`config.mk`:
```
export PLATFORM = sky130hd
export DESIGN_NAME = pipelined_and_chain_flat
export DESIGN_NICKNAME = d
export VERILOG_FILES = /design/src/rtl/pipelined_and_chain_if.sv /design/src/rtl/pipelined_and_chain.sv /design/src/flat_wrapper.sv
export SDC_FILE = /design/constraint.sdc
export NUM_CORES = 1
export LEC_CHECK = 0
export CORE_MARGIN = 2
export CORE_UTILIZATION = 45
export CTS_CLUSTER_SIZE = 30
export DETAILED_ROUTE_END_ITERATION = 6
export GPL_TIMING_DRIVEN = 0
export PLACE_DENSITY = 0.84
export SLEW_MARGIN = 20
export SYNTH_ARGS = -nofsm -noshare
export SYNTH_HDL_FRONTEND = slang
export SYNTH_SLANG_ARGS = --single-unit
```
`constraint.sdc`:
```
create_clock -name clk -period 1.34 [get_ports clk]
set_input_delay 0.268 -clock clk [delete_from_list [all_inputs] [get_ports clk]]
set_output_delay 0.268 -clock clk [all_outputs]
set_load 0.1 [all_outputs]
```
`src/rtl/pipelined_and_chain_if.sv`:
```
// Handshake bundle for pipelined_and_chain: input stream, result stream and the
// optional ones counter. The slave modport is the DUT side.
interface pipelined_and_chain_if #(
  parameter int N_IN = 8
) ();
  localparam int ZW = $clog2(N_IN + 1);

  logic            in_valid;
  logic            in_ready;
  logic [N_IN-1:0] in_data;
  logic            out_valid;
  logic            out_ready;
  logic            out_and;
  logic [ZW-1:0]   out_zidx;
  logic [15:0]     out_ones_cnt;

  modport master (
    output in_valid, in_data, out_ready,
    input  in_ready, out_valid, out_and, out_zidx, out_ones_cnt
  );

  modport slave (
    input  in_valid, in_data, out_ready,
    output in_ready, out_valid, out_and, out_zidx, out_ones_cnt
  );
endinterface

```
`src/rtl/pipelined_and_chain.sv`:
```
// D-stage AND-reduction pipeline that also reports the index of the lowest 0 bit.
// Define AND_CHAIN_STATS_EN to enable the saturating count of out_and=1 results.
module pipelined_and_chain #(
  parameter int N_IN  = 8,
  parameter int GROUP = 2
) (
  input  logic                  clk,
  input  logic                  rst,
  pipelined_and_chain_if.slave  bus
);
  localparam int D  = (N_IN + GROUP - 1) / GROUP;
  localparam int ZW = $clog2(N_IN + 1);

  // The whole operand rides along so each stage folds bits of its own transaction.
  typedef struct packed {
    logic            prod;
    logic [ZW-1:0]   zidx;
    logic [N_IN-1:0] data;
  } stage_t;

  stage_t         stage_q [D];
  stage_t         stage_d [D];
  stage_t         init_s;
  logic [D-1:0]   valid_q;
  logic [D-1:0]   valid_d;
  logic [D-1:0]   en;
  logic           en_acc;
  logic           in_ready;
  logic           in_fire;
  logic           out_fire;

  function automatic stage_t fold(input int k, input stage_t s);
    stage_t r;
    r = s;
    for (int i = 0; i < N_IN; i++) begin
      if (i >= k * GROUP && i < (k + 1) * GROUP && r.prod && !r.data[i]) begin
        r.prod = 1'b0;
        r.zidx = ZW'(i);
      end
    end
    return r;
  endfunction

  // en[k]: stage k may load this cycle (it is empty, or every stage downstream
  // of it can shift). Built as a running OR so no bit of en feeds another.
  always_comb begin
    // NOTE: every variable gets a default first so no path leaves it unassigned (no latch).
    en     = '0;
    en_acc = bus.out_ready;
    for (int k = D - 1; k >= 0; k--) begin
      en_acc = en_acc | ~valid_q[k];
      en[k]  = en_acc;
    end
  end

  assign in_ready = !rst && en[0];
  assign in_fire  = bus.in_valid && in_ready;
  assign out_fire = valid_q[D-1] && bus.out_ready;

  always_comb begin
    init_s      = '0;
    init_s.prod = 1'b1;
    init_s.zidx = ZW'(N_IN);
    init_s.data = bus.in_data;

    stage_d = stage_q;
    valid_d = valid_q;

    if (en[0]) begin
      stage_d[0] = fold(0, init_s);
      valid_d[0] = in_fire;
    end
    for (int k = 1; k < D; k++) begin
      if (en[k]) begin
        stage_d[k] = fold(k, stage_q[k-1]);
        valid_d[k] = valid_q[k-1];
      end
    end
  end

  always_ff @(posedge clk or posedge rst) begin
    if (rst) begin
      valid_q <= '0;
      // NOTE: the payload registers are reset too, so out_and/out_zidx read 0 under reset.
      for (int k = 0; k < D; k++) stage_q[k] <= '0;
    end else begin
      // NOTE: non-blocking updates so every stage samples its predecessor's old value.
      valid_q <= valid_d;
      for (int k = 0; k < D; k++) stage_q[k] <= stage_d[k];
    end
  end

  assign bus.in_ready  = in_ready;
  assign bus.out_valid = valid_q[D-1];
  assign bus.out_and   = stage_q[D-1].prod;
  assign bus.out_zidx  = stage_q[D-1].zidx;

`ifdef AND_CHAIN_STATS_EN
  logic [15:0] ones_cnt_q;
  logic [15:0] ones_cnt_d;

  always_comb begin
    ones_cnt_d = ones_cnt_q;
    if (out_fire && stage_q[D-1].prod && ones_cnt_q != 16'hFFFF) begin
      ones_cnt_d = ones_cnt_q + 16'd1;
    end
  end

  always_ff @(posedge clk or posedge rst) begin
    if (rst) ones_cnt_q <= '0;
    else     ones_cnt_q <= ones_cnt_d;
  end

  assign bus.out_ones_cnt = ones_cnt_q;
`else
  logic unused_out_fire;
  assign unused_out_fire  = out_fire;
  assign bus.out_ones_cnt = '0;
`endif

endmodule

```
`src/flat_wrapper.sv`:
```
// flat-port wrapper written by rule: the top's interface ports become plain ports
module pipelined_and_chain_flat 
#(
  parameter int N_IN  = 8,
  parameter int GROUP = 2
)
  (clk, rst, bus_in_valid, bus_in_data, bus_out_ready, bus_in_ready, bus_out_valid, bus_out_and, bus_out_zidx, bus_out_ones_cnt);
  pipelined_and_chain_if #(.N_IN(N_IN)) bus_i ();
  input  logic clk;
  input  logic rst;
  input wire logic [$bits(bus_i.in_valid)-1:0] bus_in_valid;
  input wire logic [$bits(bus_i.in_data)-1:0] bus_in_data;
  input wire logic [$bits(bus_i.out_ready)-1:0] bus_out_ready;
  output wire logic [$bits(bus_i.in_ready)-1:0] bus_in_ready;
  output wire logic [$bits(bus_i.out_valid)-1:0] bus_out_valid;
  output wire logic [$bits(bus_i.out_and)-1:0] bus_out_and;
  output wire logic [$bits(bus_i.out_zidx)-1:0] bus_out_zidx;
  output wire logic [$bits(bus_i.out_ones_cnt)-1:0] bus_out_ones_cnt;
  assign bus_i.in_valid = bus_in_valid;
  assign bus_i.in_data = bus_in_data;
  assign bus_i.out_ready = bus_out_ready;
  assign bus_in_ready = bus_i.in_ready;
  assign bus_out_valid = bus_i.out_valid;
  assign bus_out_and = bus_i.out_and;
  assign bus_out_zidx = bus_i.out_zidx;
  assign bus_out_ones_cnt = bus_i.out_ones_cnt;
  pipelined_and_chain #(.N_IN(N_IN), .GROUP(GROUP)) u_core (.clk(clk), .rst(rst), .bus(bus_i));
endmodule
```
# Word-level counts from Yosys, hierarchy flattened
# Cells that the tools add are included.
[classes]
n_bitwise = 8
mux = 12
reduce_logical = 17
[op_table]
columns = ["op", "count"]
rows = [
  ["2-to-1 mux 5 bit", 12],
  ["logical AND 1 bit", 9],
  ["logical NOT 1 bit", 8],
  ["NOT 1 bit", 4],
  ["bitwise OR 1 bit", 4],
]
[totals]
regBits = 48
out_inout_bits = 23
elab_cells = 52
in_bits = 12

# Logic depth before layout (Yosys ltp)
[depth]
ltp_word = 8
mapped_depth = 5
depth_no_buf = 3

# Worst setup path after synthesis
# Ideal clock, no wire load.
[synth_timing]
path_type = "flip-flop to output port"
from = "register u_core.valid_q[3]"
to = "output bus_in_ready"
path_stages_with_launch = 5
required_time_ns = 1.072
slack_ns = -1.777
arrival_time_ns = 2.849
cell_sequence = "dfrtp_1 -> and4b_1 -> buf_6 -> buf_6 -> a21oi_1"
[synth_via]
elab_chain_len = 6
[synth_lines]
columns = ["element", "line", "text"]
rows = [
  ["start, declared", "pipelined_and_chain.sv:24", "logic [D-1:0] valid_q;"],
  ["start signal, assigned", "pipelined_and_chain.sv:88", "valid_q <= valid_d;"],
  ["NOT 1 bit", "pipelined_and_chain.sv:51", "en_acc = en_acc | ~valid_q[k];"],
  ["bitwise OR 1 bit (4 in a row)", "pipelined_and_chain.sv:51", ""],
  ["logical AND 1 bit", "pipelined_and_chain.sv:56", "assign in_ready = !rst && en[0];"],
  ["end, declared", "flat_wrapper.sv:14", "output wire logic [$bits(bus_i.in_ready)-1:0] bus_in_ready;"],
]
# Every way passes these cells.

# Worst setup path after layout
# Same ends and word-level chain as after synthesis.

==> impl_metrics.ini <==
[synth]
synth_top_area_frac = 0.524
synth.yosys.seq_area_share = 0.524
netlist_instances = 117
synth.avg_cell_area_sq_um = 11.8
netlist_area_sq_um = 1380
yosysTopAreaCell = dfrtp_1
ys_types = 25
yosys-top-cells-area = dfrtp_1 52%, buf_4 11%, mux2_4 9.8%
yosysWarnings = 0
ys_ff_latch = 29

[worst_setup_path]
endpoint_kind = output port
critPathKind = flip-flop to output port
ff2ff_path_depth = 7
slowest_stage = dfrtp_4
crit_required_ns = 1.07
critPathTopFamily = flip-flops
cp_slowest_stage_delay_ns = 0.49
cp.arrival_ns = 1.50
r2r_slack_ns = -0.38
startpoint = u_core.valid_q[3]$_DFFE_PP0P_
worstReg2RegStart = u_core.valid_q[3]$_DFFE_PP0P_
cp_num_buf_inv = 2
crit_chain = and4b_1 > buf_8 > a21oi_4 > buf_12
critPathCapture = bus_in_ready
crit_fanout = 3
cp-start-kind = flip-flop
reg2reg_to = u_core.stage_q[43]$_DFFE_PP0P_
cp_num_cells = 4

[detailed_routing]
vias = 922
remaining_drc_errors = 0
drtAntennaViolNets = 0
drtPass1Iterations = 4
drtIter0Drc = 6
avgRoutedWirePerCell_microns = 11.8
vias_per_cell = 4.61
totalWireLength_microns = 2370

[flow_run]
cap_violations = 0

[global_routing]
grt_first_pass_wirelength_microns = 3970
grt_pass1_vias = 890
antenna_found_initial = 0
grt_max_degree = 30
overflow = 0
grtUsageTotal = 0.157

[final_layout]
final_nets = 178
num_antenna_cells = 0
n_fill_cell = 249
final_layout_size_suffix_gt1_frac = 0.419
syn2layout_area_growth_pct = 37.3
fin_util = 0.638

[die]
core_sq_um = 2980
dieHeight_microns = 59.5
die_width_microns = 59.5
floorplan.initialDensity = 0.465
die_area_sq_um = 3530
ios = 35
num_rows = 20

[power_and_ir_drop]
power_frac_comb = 0.277
power_w = 0.00218
swShare = 0.343
p_int_w = 0.00143
p_leak_nw = 0.950
pwr-share-seq = 0.450
peakVddDrop_mv = 0.593
p_switching_w = 0.000750
p_per_area_nw_per_um2 = 1150
power.share.clock = 0.273

[timing]
period_minus_slack_ns = 1.77
fmax_mhz = 565
worstMarginPinSlew_ns = 0.579
slew_violations = 0
rsz0062_at_grt = yes
setup_violations = 17
hold_slack_ns = 0.433
slew_headroom = 0.614
setup_ws_ns = -0.431
period_share = 1.32
skew_ns = 0.00434
hold_viol = 0

[cts]
root_buffer = clkbuf_4
numCtsBuffers = 5
cts_buffer_depth = 2
cts_htree_levels = 2
cts.clk_slew.worst_paths_ns = 0.09
hold_buffers = 0
clock_sinks = 29
cts_tree = built
worst_skew_pair.late_latency_ns = 0.32

[placed_design]
dpl_worst_slack_ns = -1.42
hpwlAfterDp_microns = 1540
gp_congestion = 0.754
port_buffers = 18

[hold_path]
hold_path_class = primary input to asynchronous set/reset pin

[outcome]
violations = setup timing
status = finished, violations left
[routing by layer]
metal | part of all wire | up-vias | GRT usage
met5 | 0 | - | 0
met3 | 0.054 | 6 | 0.0590
met4 | 0.022 | 0 | 0.0682
met1 | 0.39 | 431 | 0.173
li1 | - | 453 | -
met2 | 0.53 | 32 | 0.270
[placed cells by master, fill, tap and decap left out, types with 3 or more instances in the layout]
| cell type | synthesis | layout |
|---|---|---|
| buf_4 | 20 | 25 |
| buf_6 | 2 | 7 |
| clkbuf_4 | 0 | 5 |
| clkbuf_8 | 0 | 3 |
| clkdlybuf4s50_1 | 0 | 11 |
| conb_1 | 1 | 16 |
| dfrtp_1 | 29 | 27 |
| inv_1 | 5 | 4 |
| mux2_4 | 9 | 13 |
| nand2_1 | 10 | 10 |
| nor2_1 | 3 | 3 |
| nor2b_1 | 5 | 5 |
| o21ai_0 | 8 | 7 |
| o22ai_1 | 3 | 3 |
[sequential cells by signal (all words and copies together) (netlist names)]
name / flops
u_core.bus.out_and: 1
u_core.bus.out_zidx: 3
u_core.stage_q: 21
u_core.valid_q: 4
[worst min-delay path by stage]
stage	startpoint	endpoint	slack (ns)	cells past startpoint
after floorplan	rst	u_core.bus.out_zidx[0]$_DFFE_PP0P_	0.35	1
after global placement	u_core.valid_q[1]$_DFFE_PP0P_	u_core.valid_q[2]$_DFFE_PP0P_	0.44	1
after detailed placement	u_core.valid_q[1]$_DFFE_PP0P_	u_core.valid_q[2]$_DFFE_PP0P_	0.46	1
after CTS	bus_in_valid	u_core.valid_q[0]$_DFFE_PP0P_	0.46	3
after global routing	rst	u_core.stage_q[44]$_DFFE_PP0P_	0.49	2
final	rst	u_core.stage_q[44]$_DFFE_PP0P_	0.43	2
[cell families (layout without fill, tap and decap cells)]
group | after synthesis | in the layout | share of synthesized area
buf+inv | 28 | 62 | 0.141
compound gates | 16 | 16 | 0.0660
other cells | 1 | 16 | 0.00271
mux | 16 | 16 | 0.154
simple gates | 27 | 28 | 0.112
flops | 29 | 29 | 0.524
[cell usage after synthesis]
master    instances
a21boi_0          2
a21oi_1           2
and2b_1           1
and4b_1           1
buf_4            20
buf_6             2
clkbuf_1          1
conb_1            1
dfrtp_1          29
inv_1             5
mux2_2            6
mux2_4            9
mux2i_1           1
nand2_1          10
nand2_8           1
nand2b_1          1
nand3_1           1
nand3b_1          1
nand4_1           1
nor2_1            3
nor2b_1           5
o21ai_0           8
o22ai_1           3
o31ai_1           1
or2_2             2
[repair_timing]
item / CTS / global route
gates cloned: 1 / 0
resized for setup: 57 / 3
endpoints found under the setup margin: 19 / 25
setup buffers: 9 / 2
pin swaps: 1 / 1
[area by class of cell]
cell class              count  area, sq um  area share
multi-input cells          76          573       0.302
repair buffers             28          294       0.155
plain buffers              21          171      0.0903
well taps                  33         41.3      0.0217
flip-flops and latches     29          731       0.385
clock inverters             1         5.00     0.00264
inverters                   5         18.8     0.00988
clock buffers               7         65.1      0.0343
[through the flow]
step           cell area [sq um]  instances  setup TNS (ns)
2_1_floorplan               1480        132           -2.72
3_3_place_gp                1710        183          -17.01
3_5_place_dp                1710        183          -20.13
4_1_cts                     1890        200           -5.59
5_1_grt                     1900        200           -5.19
6_report                    1900        200           -4.34
[power groups by stage]
| stage | clock network (W) | logic [W] | registers [W] |
|---|---|---|---|
| 2_1_floorplan | 0 | 0.000459 | 0.00102 |
| 3_3_place_gp | 0 | 0.000564 | 0.000994 |
| 3_5_place_dp | 0 | 0.000574 | 0.00100 |
| 4_1_cts | 0.000614 | 0.000599 | 0.000984 |
| 5_1_grt | 0.000662 | 0.000634 | 0.000994 |
| 6_report | 0.000596 | 0.000604 | 0.000984 |
Power figures use the tool's default switching activity.
